[src/rtl/controller_serial_reader_pkg.sv]
// ============================================================================
// Module : controller_serial_reader_pkg
// Brief  : Shared types and button bit positions for the gamepad serial reader.
// Rev    : 1.0  initial release
// ============================================================================
`default_nettype none

package controller_serial_reader_pkg;

    typedef enum logic [2:0] {
        ST_IDLE  = 3'd0,
        ST_LATCH = 3'd1,
        ST_LOW   = 3'd2,
        ST_HIGH  = 3'd3,
        ST_DONE  = 3'd4
    } ctrl_state_t;

    typedef logic [7:0] data_t;

    localparam int unsigned BTN_A      = 7;
    localparam int unsigned BTN_B      = 6;
    localparam int unsigned BTN_SELECT = 5;
    localparam int unsigned BTN_START  = 4;
    localparam int unsigned BTN_UP     = 3;
    localparam int unsigned BTN_DOWN   = 2;
    localparam int unsigned BTN_LEFT   = 1;
    localparam int unsigned BTN_RIGHT  = 0;

    // The first bit shifted out (A) lands in the MSB.
    function automatic logic [2:0] bit_slot(input logic [2:0] k);
        return 3'd7 - k;
    endfunction

endpackage

`default_nettype wire

[src/rtl/controller_serial_reader_if.sv]
// ============================================================================
// Module : controller_serial_reader_if
// Brief  : Pad-line and CPU-side signals of the gamepad serial reader.
// Rev    : 1.0  initial release
// ============================================================================
`default_nettype none

interface controller_serial_reader_if #(
    parameter int NUM_CONTROLLERS = 2
);
    logic                         start_fetch_i;
    logic                         clk_o;
    logic                         latch_o;
    logic [NUM_CONTROLLERS-1:0]   serial_LIST_ni;
    logic [NUM_CONTROLLERS*8-1:0] data_LIST_o;
    logic                         busy_o;
    logic                         valid_o;

    modport master (
        output start_fetch_i, serial_LIST_ni,
        input  clk_o, latch_o, data_LIST_o, busy_o, valid_o
    );

    modport slave (
        input  start_fetch_i, serial_LIST_ni,
        output clk_o, latch_o, data_LIST_o, busy_o, valid_o
    );
endinterface

`default_nettype wire

[src/rtl/controller_serial_reader_shift_reg.sv]
// ============================================================================
// Module : controller_shift_reg
// Brief  : Per-pad capture register; stores the inverted serial bit at 7-k.
// Rev    : 1.0  initial release
// ============================================================================
`default_nettype none

module controller_shift_reg
    import controller_serial_reader_pkg::*;
(
    input  wire logic       clk,
    input  wire logic       rst,
    input  wire logic       sample_en,
    input  wire logic [2:0] bit_idx,
    input  wire logic       serial_ni,
    output data_t           pad_byte
);
    data_t r_byte;

    always_ff @(posedge clk) begin
        if (rst) begin
            r_byte <= '0;
        end else if (sample_en) begin
            r_byte[bit_slot(bit_idx)] <= ~serial_ni;
        end
    end

    assign pad_byte = r_byte;
endmodule

`default_nettype wire

[src/rtl/controller_serial_reader.sv]
// ============================================================================
// Module : controller_serial_reader
// Brief  : Polls NES-style pads once per start edge, publishes one byte per pad.
// Rev    : 1.0  initial release
// ============================================================================
`default_nettype none

module controller_serial_reader
    import controller_serial_reader_pkg::*;
#(
    parameter int NUM_CONTROLLERS = 2,
    parameter int CLK_DIV         = 4
) (
    input  wire logic                  clk,
    input  wire logic                  rst,
    controller_serial_reader_if.slave  bus
);
    localparam int CNT_W = (CLK_DIV > 1) ? $clog2(CLK_DIV) : 1;
    localparam logic [CNT_W-1:0] c_cnt_last = CNT_W'(CLK_DIV - 1);

    ctrl_state_t                  r_state, w_next_state;
    logic [CNT_W-1:0]             r_cnt;
    logic                         r_latch_half;
    logic [2:0]                   r_k;
    logic                         r_start_q;
    logic                         r_clk_o, r_latch_o, r_busy, r_valid;
    logic [NUM_CONTROLLERS*8-1:0] r_data;

    logic  w_phase_end, w_start, w_sample_en;
    data_t w_pad_byte [NUM_CONTROLLERS];

    assign w_phase_end = (r_cnt == c_cnt_last);
    assign w_start     = bus.start_fetch_i && !r_start_q && (r_state == ST_IDLE);
    assign w_sample_en = (r_state == ST_LOW) && w_phase_end;

    always_comb begin
        w_next_state = r_state;
        case (r_state)
            ST_IDLE:  if (w_start) w_next_state = ST_LATCH;
            ST_LATCH: if (w_phase_end && r_latch_half) w_next_state = ST_LOW;
            ST_LOW:   if (w_phase_end) w_next_state = ST_HIGH;
            ST_HIGH:  if (w_phase_end) w_next_state = (r_k == 3'd7) ? ST_DONE : ST_LOW;
            ST_DONE:  w_next_state = ST_IDLE;
            default:  w_next_state = ST_IDLE;
        endcase
    end

    always_ff @(posedge clk) begin
        if (rst) begin
            r_state      <= ST_IDLE;
            r_cnt        <= '0;
            r_latch_half <= 1'b0;
            r_k          <= 3'd0;
            r_start_q    <= 1'b0;
        end else begin
            r_state   <= w_next_state;
            r_start_q <= bus.start_fetch_i;
            // Every state change happens on a phase end (or from IDLE/DONE where cnt is 0),
            // so wrapping on phase end doubles as the clear-on-entry.
            if (r_state == ST_IDLE || r_state == ST_DONE || w_phase_end)
                r_cnt <= '0;
            else
                r_cnt <= r_cnt + CNT_W'(1);
            // LATCH spans two divider periods without widening the counter.
            if (r_state != ST_LATCH)
                r_latch_half <= 1'b0;
            else if (w_phase_end)
                r_latch_half <= 1'b1;
            if (w_start)
                r_k <= 3'd0;
            else if (r_state == ST_HIGH && w_phase_end && r_k != 3'd7)
                r_k <= r_k + 3'd1;
        end
    end

    // Outputs are registered from the next state so the pad lines never glitch.
    always_ff @(posedge clk) begin
        if (rst) begin
            r_clk_o   <= 1'b0;
            r_latch_o <= 1'b0;
            r_busy    <= 1'b0;
            r_valid   <= 1'b0;
            r_data    <= '0;
        end else begin
            r_clk_o   <= (w_next_state == ST_HIGH);
            r_latch_o <= (w_next_state == ST_LATCH);
            r_busy    <= (w_next_state != ST_IDLE);
            r_valid   <= (w_next_state == ST_DONE);
            if (w_next_state == ST_DONE) begin
                for (int i = 0; i < NUM_CONTROLLERS; i++)
                    r_data[8*i +: 8] <= w_pad_byte[i];
            end
        end
    end

    for (genvar gi = 0; gi < NUM_CONTROLLERS; gi++) begin : g_pad
        controller_shift_reg u_shift (
            .clk       (clk),
            .rst       (rst),
            .sample_en (w_sample_en),
            .bit_idx   (r_k),
            .serial_ni (bus.serial_LIST_ni[gi]),
            .pad_byte  (w_pad_byte[gi])
        );
    end

    assign bus.clk_o       = r_clk_o;
    assign bus.latch_o     = r_latch_o;
    assign bus.busy_o      = r_busy;
    assign bus.valid_o     = r_valid;
    assign bus.data_LIST_o = r_data;
endmodule

`default_nettype wire

[src/flat_wrapper.sv]
// flat-port wrapper written by rule: the top's interface ports become plain ports
module controller_serial_reader_flat import controller_serial_reader_pkg::*;
#(
    parameter int NUM_CONTROLLERS = 2,
    parameter int CLK_DIV         = 4
)
  (clk, rst, bus_start_fetch_i, bus_serial_LIST_ni, bus_clk_o, bus_latch_o, bus_data_LIST_o, bus_busy_o, bus_valid_o);
  controller_serial_reader_if #(.NUM_CONTROLLERS(NUM_CONTROLLERS)) bus_i ();
  input  wire logic clk;
  input  wire logic rst;
  input wire logic [$bits(bus_i.start_fetch_i)-1:0] bus_start_fetch_i;
  input wire logic [$bits(bus_i.serial_LIST_ni)-1:0] bus_serial_LIST_ni;
  output wire logic [$bits(bus_i.clk_o)-1:0] bus_clk_o;
  output wire logic [$bits(bus_i.latch_o)-1:0] bus_latch_o;
  output wire logic [$bits(bus_i.data_LIST_o)-1:0] bus_data_LIST_o;
  output wire logic [$bits(bus_i.busy_o)-1:0] bus_busy_o;
  output wire logic [$bits(bus_i.valid_o)-1:0] bus_valid_o;
  assign bus_i.start_fetch_i = bus_start_fetch_i;
  assign bus_i.serial_LIST_ni = bus_serial_LIST_ni;
  assign bus_clk_o = bus_i.clk_o;
  assign bus_latch_o = bus_i.latch_o;
  assign bus_data_LIST_o = bus_i.data_LIST_o;
  assign bus_busy_o = bus_i.busy_o;
  assign bus_valid_o = bus_i.valid_o;
  controller_serial_reader #(.NUM_CONTROLLERS(NUM_CONTROLLERS), .CLK_DIV(CLK_DIV)) u_core (.clk(clk), .rst(rst), .bus(bus_i));
endmodule
[config.mk]
export PLATFORM = sky130hd
export DESIGN_NAME = controller_serial_reader_flat
export DESIGN_NICKNAME = d
export VERILOG_FILES = /design/src/rtl/controller_serial_reader_pkg.sv /design/src/rtl/controller_serial_reader_if.sv /design/src/rtl/controller_serial_reader_shift_reg.sv /design/src/rtl/controller_serial_reader.sv /design/src/flat_wrapper.sv
export SDC_FILE = /design/constraint.sdc
export NUM_CORES = 1
export LEC_CHECK = 0
export ABC_CLOCK_PERIOD_IN_PS = 4100
export CAP_MARGIN = 20
export CORE_MARGIN = 5
export CORE_UTILIZATION = 45
export DETAILED_ROUTE_END_ITERATION = 6
export PLACE_DENSITY_LB_ADDON = 0.2
export SETUP_SLACK_MARGIN = 0.5
export SLEW_MARGIN = 20
export SYNTH_ARGS = -nofsm -noshare
export SYNTH_HDL_FRONTEND = slang
export SYNTH_SLANG_ARGS = --single-unit
[constraint.sdc]
create_clock -name clk -period 4.1 [get_ports clk]
set_input_delay 0.82 -clock clk [delete_from_list [all_inputs] [get_ports clk]]
set_output_delay 0.82 -clock clk [all_outputs]
set_load 0.1 [all_outputs]
==> impl_metrics.toml <==
[drt]
drc = 0
vias = 1568
routedWlPerCell_um = 15.9
viasPerCell = 5.96
drt-total-wl_um = 4170
ant_nets = 0
drtIter0Drc = 88
firstDrtPassIters = 7

[clocking]
cts_buffers = 5
cts.sinks = 46
clk_pin_slew_worst_paths_ns = 0.08
clk_path_buf_depth = 2
cts_resized = 0
ctsRootBufferMaster = "clkbuf_8"
holdBufCountCts = 0
cts_tree = "done"
post-cts-setup-buffers = 0
cts_max_level = 2
insertion_delay_ns = 0.29

[final_layout]
finalNonFillerCells = 263
final_util_pct = 51.2
final_layout_size_suffix_gt1_share_pct = 9.95
area_delta_synth_final_pct = 11.0
nets = 218
antennaDiodeCount = 0
fin_area_um2 = 2210

[critical_path]
cp_slowest_cell = "clkdlybuf4s50_1"
crit_chain = "clkdlybuf4s50_1"
cp_max_fo = 2
cp_top_family = "buffers and inverters"
max_stage_delay_ns = 1.14
path_buf_inv = 1
crit_type = "reg -> out"
worstSetupStartpointType = "register"
crit_required_ns = 3.28
critPathCaptureType = "primary output"
rrSetupSlack_ns = 1.98
crit_arrival_ns = 1.77

[min_path]
hold_class = "reg -> reg"

[yosys]
synth.area.top_cells = "dfxtp_1 46%, a311oi_1 6.2%, a31oi_1 5.3%, nand3_2 5.0%, o21ai_0 5.0%"
syn_area_per_cell_um2 = 9.92
synth_top_family_by_area = "compound AO/OA/AOI/OAI gates"
yosys-top-cells-count = "46 x dfxtp_1, 20 x o21ai_0, 19 x a21oi_1, 17 x a31oi_1, 14 x a311oi_1"
synth_edf_count = 0
yosys.area_share.simple_pct = 16.6
yosysUniqueCellTypes = 41
synth_compound_gate_area_share_pct = 24.4
synth_xor_area_share_pct = 0.439
synth_top_cell_by_area = "dfxtp_1"
synth_fp_nets = 209
synthAdderAreaFrac_pct = 1.88
synth_seq_area_share_pct = 46.2
synthArstFlopShare_pct = 0
synth_top_area_share_pct = 46.2
synthFlopType = "dfxtp_1"
synth_cells = 201
yosysWarningCount = 0
yosys.cell_count.top_type = "dfxtp_1"
ys_ff_latch = 46
muxShareOfSynthArea_pct = 0
syn_area_um2 = 1990

[die]
die_height_um = 76.6
rows = 24
io_pins = 25
core-area_um2 = 4320
start_util_pct = 46.1
die_w_um = 76.6
dieArea_um2 = 5860

[timing]
timing.fmax_mhz = 386
maxSlewHeadroom_pct = 34.8
rsz0062_at_grt = "no"
finClkSkew_ns = 0.00249
drv_slew = 0
hold_viol = 0
min_period_ns = 2.59
worst_slew_pin_slew_ns = 0.974
setup_tns_ns = 0
setup-violations-final = 0
min_period_over_period_pct = 63.2

[grt]
grtUsageTotal_pct = 14.7
antenna_found_initial = 0
grt_pass1_wl_um = 7160
gr-total-overflow = 0
grt_max_degree = 24
grt_pass1_vias = 1479

[placed_design]
gp_congestion = 0.858
post_dp_cell_area_um2 = 2120
placed_cells = 255
numPortBuffers = 24
dp_hpwl_um = 2900

[pwr]
totalPowerFinal_mw = 0.766
p_per_area_nw_per_um2 = 346
p_int_mw = 0.597
clkPwrFrac_pct = 36.2
p_switching_mw = 0.169
p_comb_share_pct = 4.7
p_leak_nw = 0.714
p_sw_share_pct = 22.0
seqPwrFrac_pct = 59.1
irDropWorstVdd_mv = 0.131

[outcome]
status = "finished clean"

[run]
maxCapViolCount = 0
-- area by class of cell --
class / count / area (um^2)
tap: 52 / 65.1
inverter: 4 / 15.0
clock inverter: 1 / 5.00
timing repair buffer: 26 / 255
fill: 410 / 2110
clock buffer: 7 / 86.3
multi-input combinational: 127 / 865
sequential: 46 / 921
-- final timing paths --
check	startpoint	to	cells after the start
setup reg to reg	u_core.r_cnt[0]	u_core.bus.data_LIST_o[7]	4
hold reg to reg	u_core.r_cnt[0]	u_core.r_cnt[0]	1
setup / recovery	u_core.bus.data_LIST_o[11]	bus_data_LIST_o[11]	1
hold / removal	u_core.r_cnt[0]	u_core.r_cnt[0]	1
-- metal layers --
metal | track usage [%] | wire length (um)
met1 | 19.6 | 1920
met4 | 6.12 | 84
met2 | 22.3 | 1850
met3 | 4.26 | 312
met5 | 0 | 0
-- sequential cells by signal (all words and copies together) (netlist names) --
name and cells:
u_core.bus.data_LIST_o 16, u_core.g_pad.u_shift.pad_byte 16, u_core.r_k 3, u_core.r_state 3, u_core.r_cnt 2, u_core.bus.busy_o 1
u_core.bus.clk_o 1, u_core.bus.latch_o 1, u_core.bus.valid_o 1, u_core.r_latch_half 1, u_core.r_start_q 1
-- cells in the final DEF, fill, tap and decap left out, drive strengths merged --
master	instances
a21boi	1
a21oi	19
a311oi	14
a31oi	17
a41o	1
and2	1
and3	1
and4	2
and4b	1
and4bb	1
buf	2
clkbuf	7
clkdlybuf4s50	24
clkinv	1
dfxtp	46
ha	3
inv	4
nand2	1
nand2b	2
nand3	20
nand4b	1
nand4bb	1
nor2	7
nor2b	3
nor3	3
nor4	1
nor4b	1
o2111a	1
o211a	1
o211ai	1
o21a	1
o21ai	20
o41ai	1
xor2	1
-- metrics by stage --
stage	hold slack (ns)	setup slack, ns
after floorplan	0.407	2.36
after global placement	0.415	1.72
after detailed placement	0.426	1.67
after CTS	0.438	1.49
after global routing	0.442	1.45
final	0.437	1.51
-- power by group through the flow --
stage	clock network (mW)	logic [mW]	registers (mW)
after detailed placement	0	0.0358	0.463
after CTS	0.289	0.0359	0.453
after floorplan	0	0.0173	0.472
after global routing	0.305	0.0383	0.454
after global placement	0	0.0347	0.463
final	0.277	0.0360	0.453
-- logic make-up after synthesis --
logic type / Yosys count
simple gates: 46
fa+ha+maj: 3
xor+xnor: 1
flops: 46
buf+inv: 28
compound gates: 77
Power figures use the tool's default switching activity.
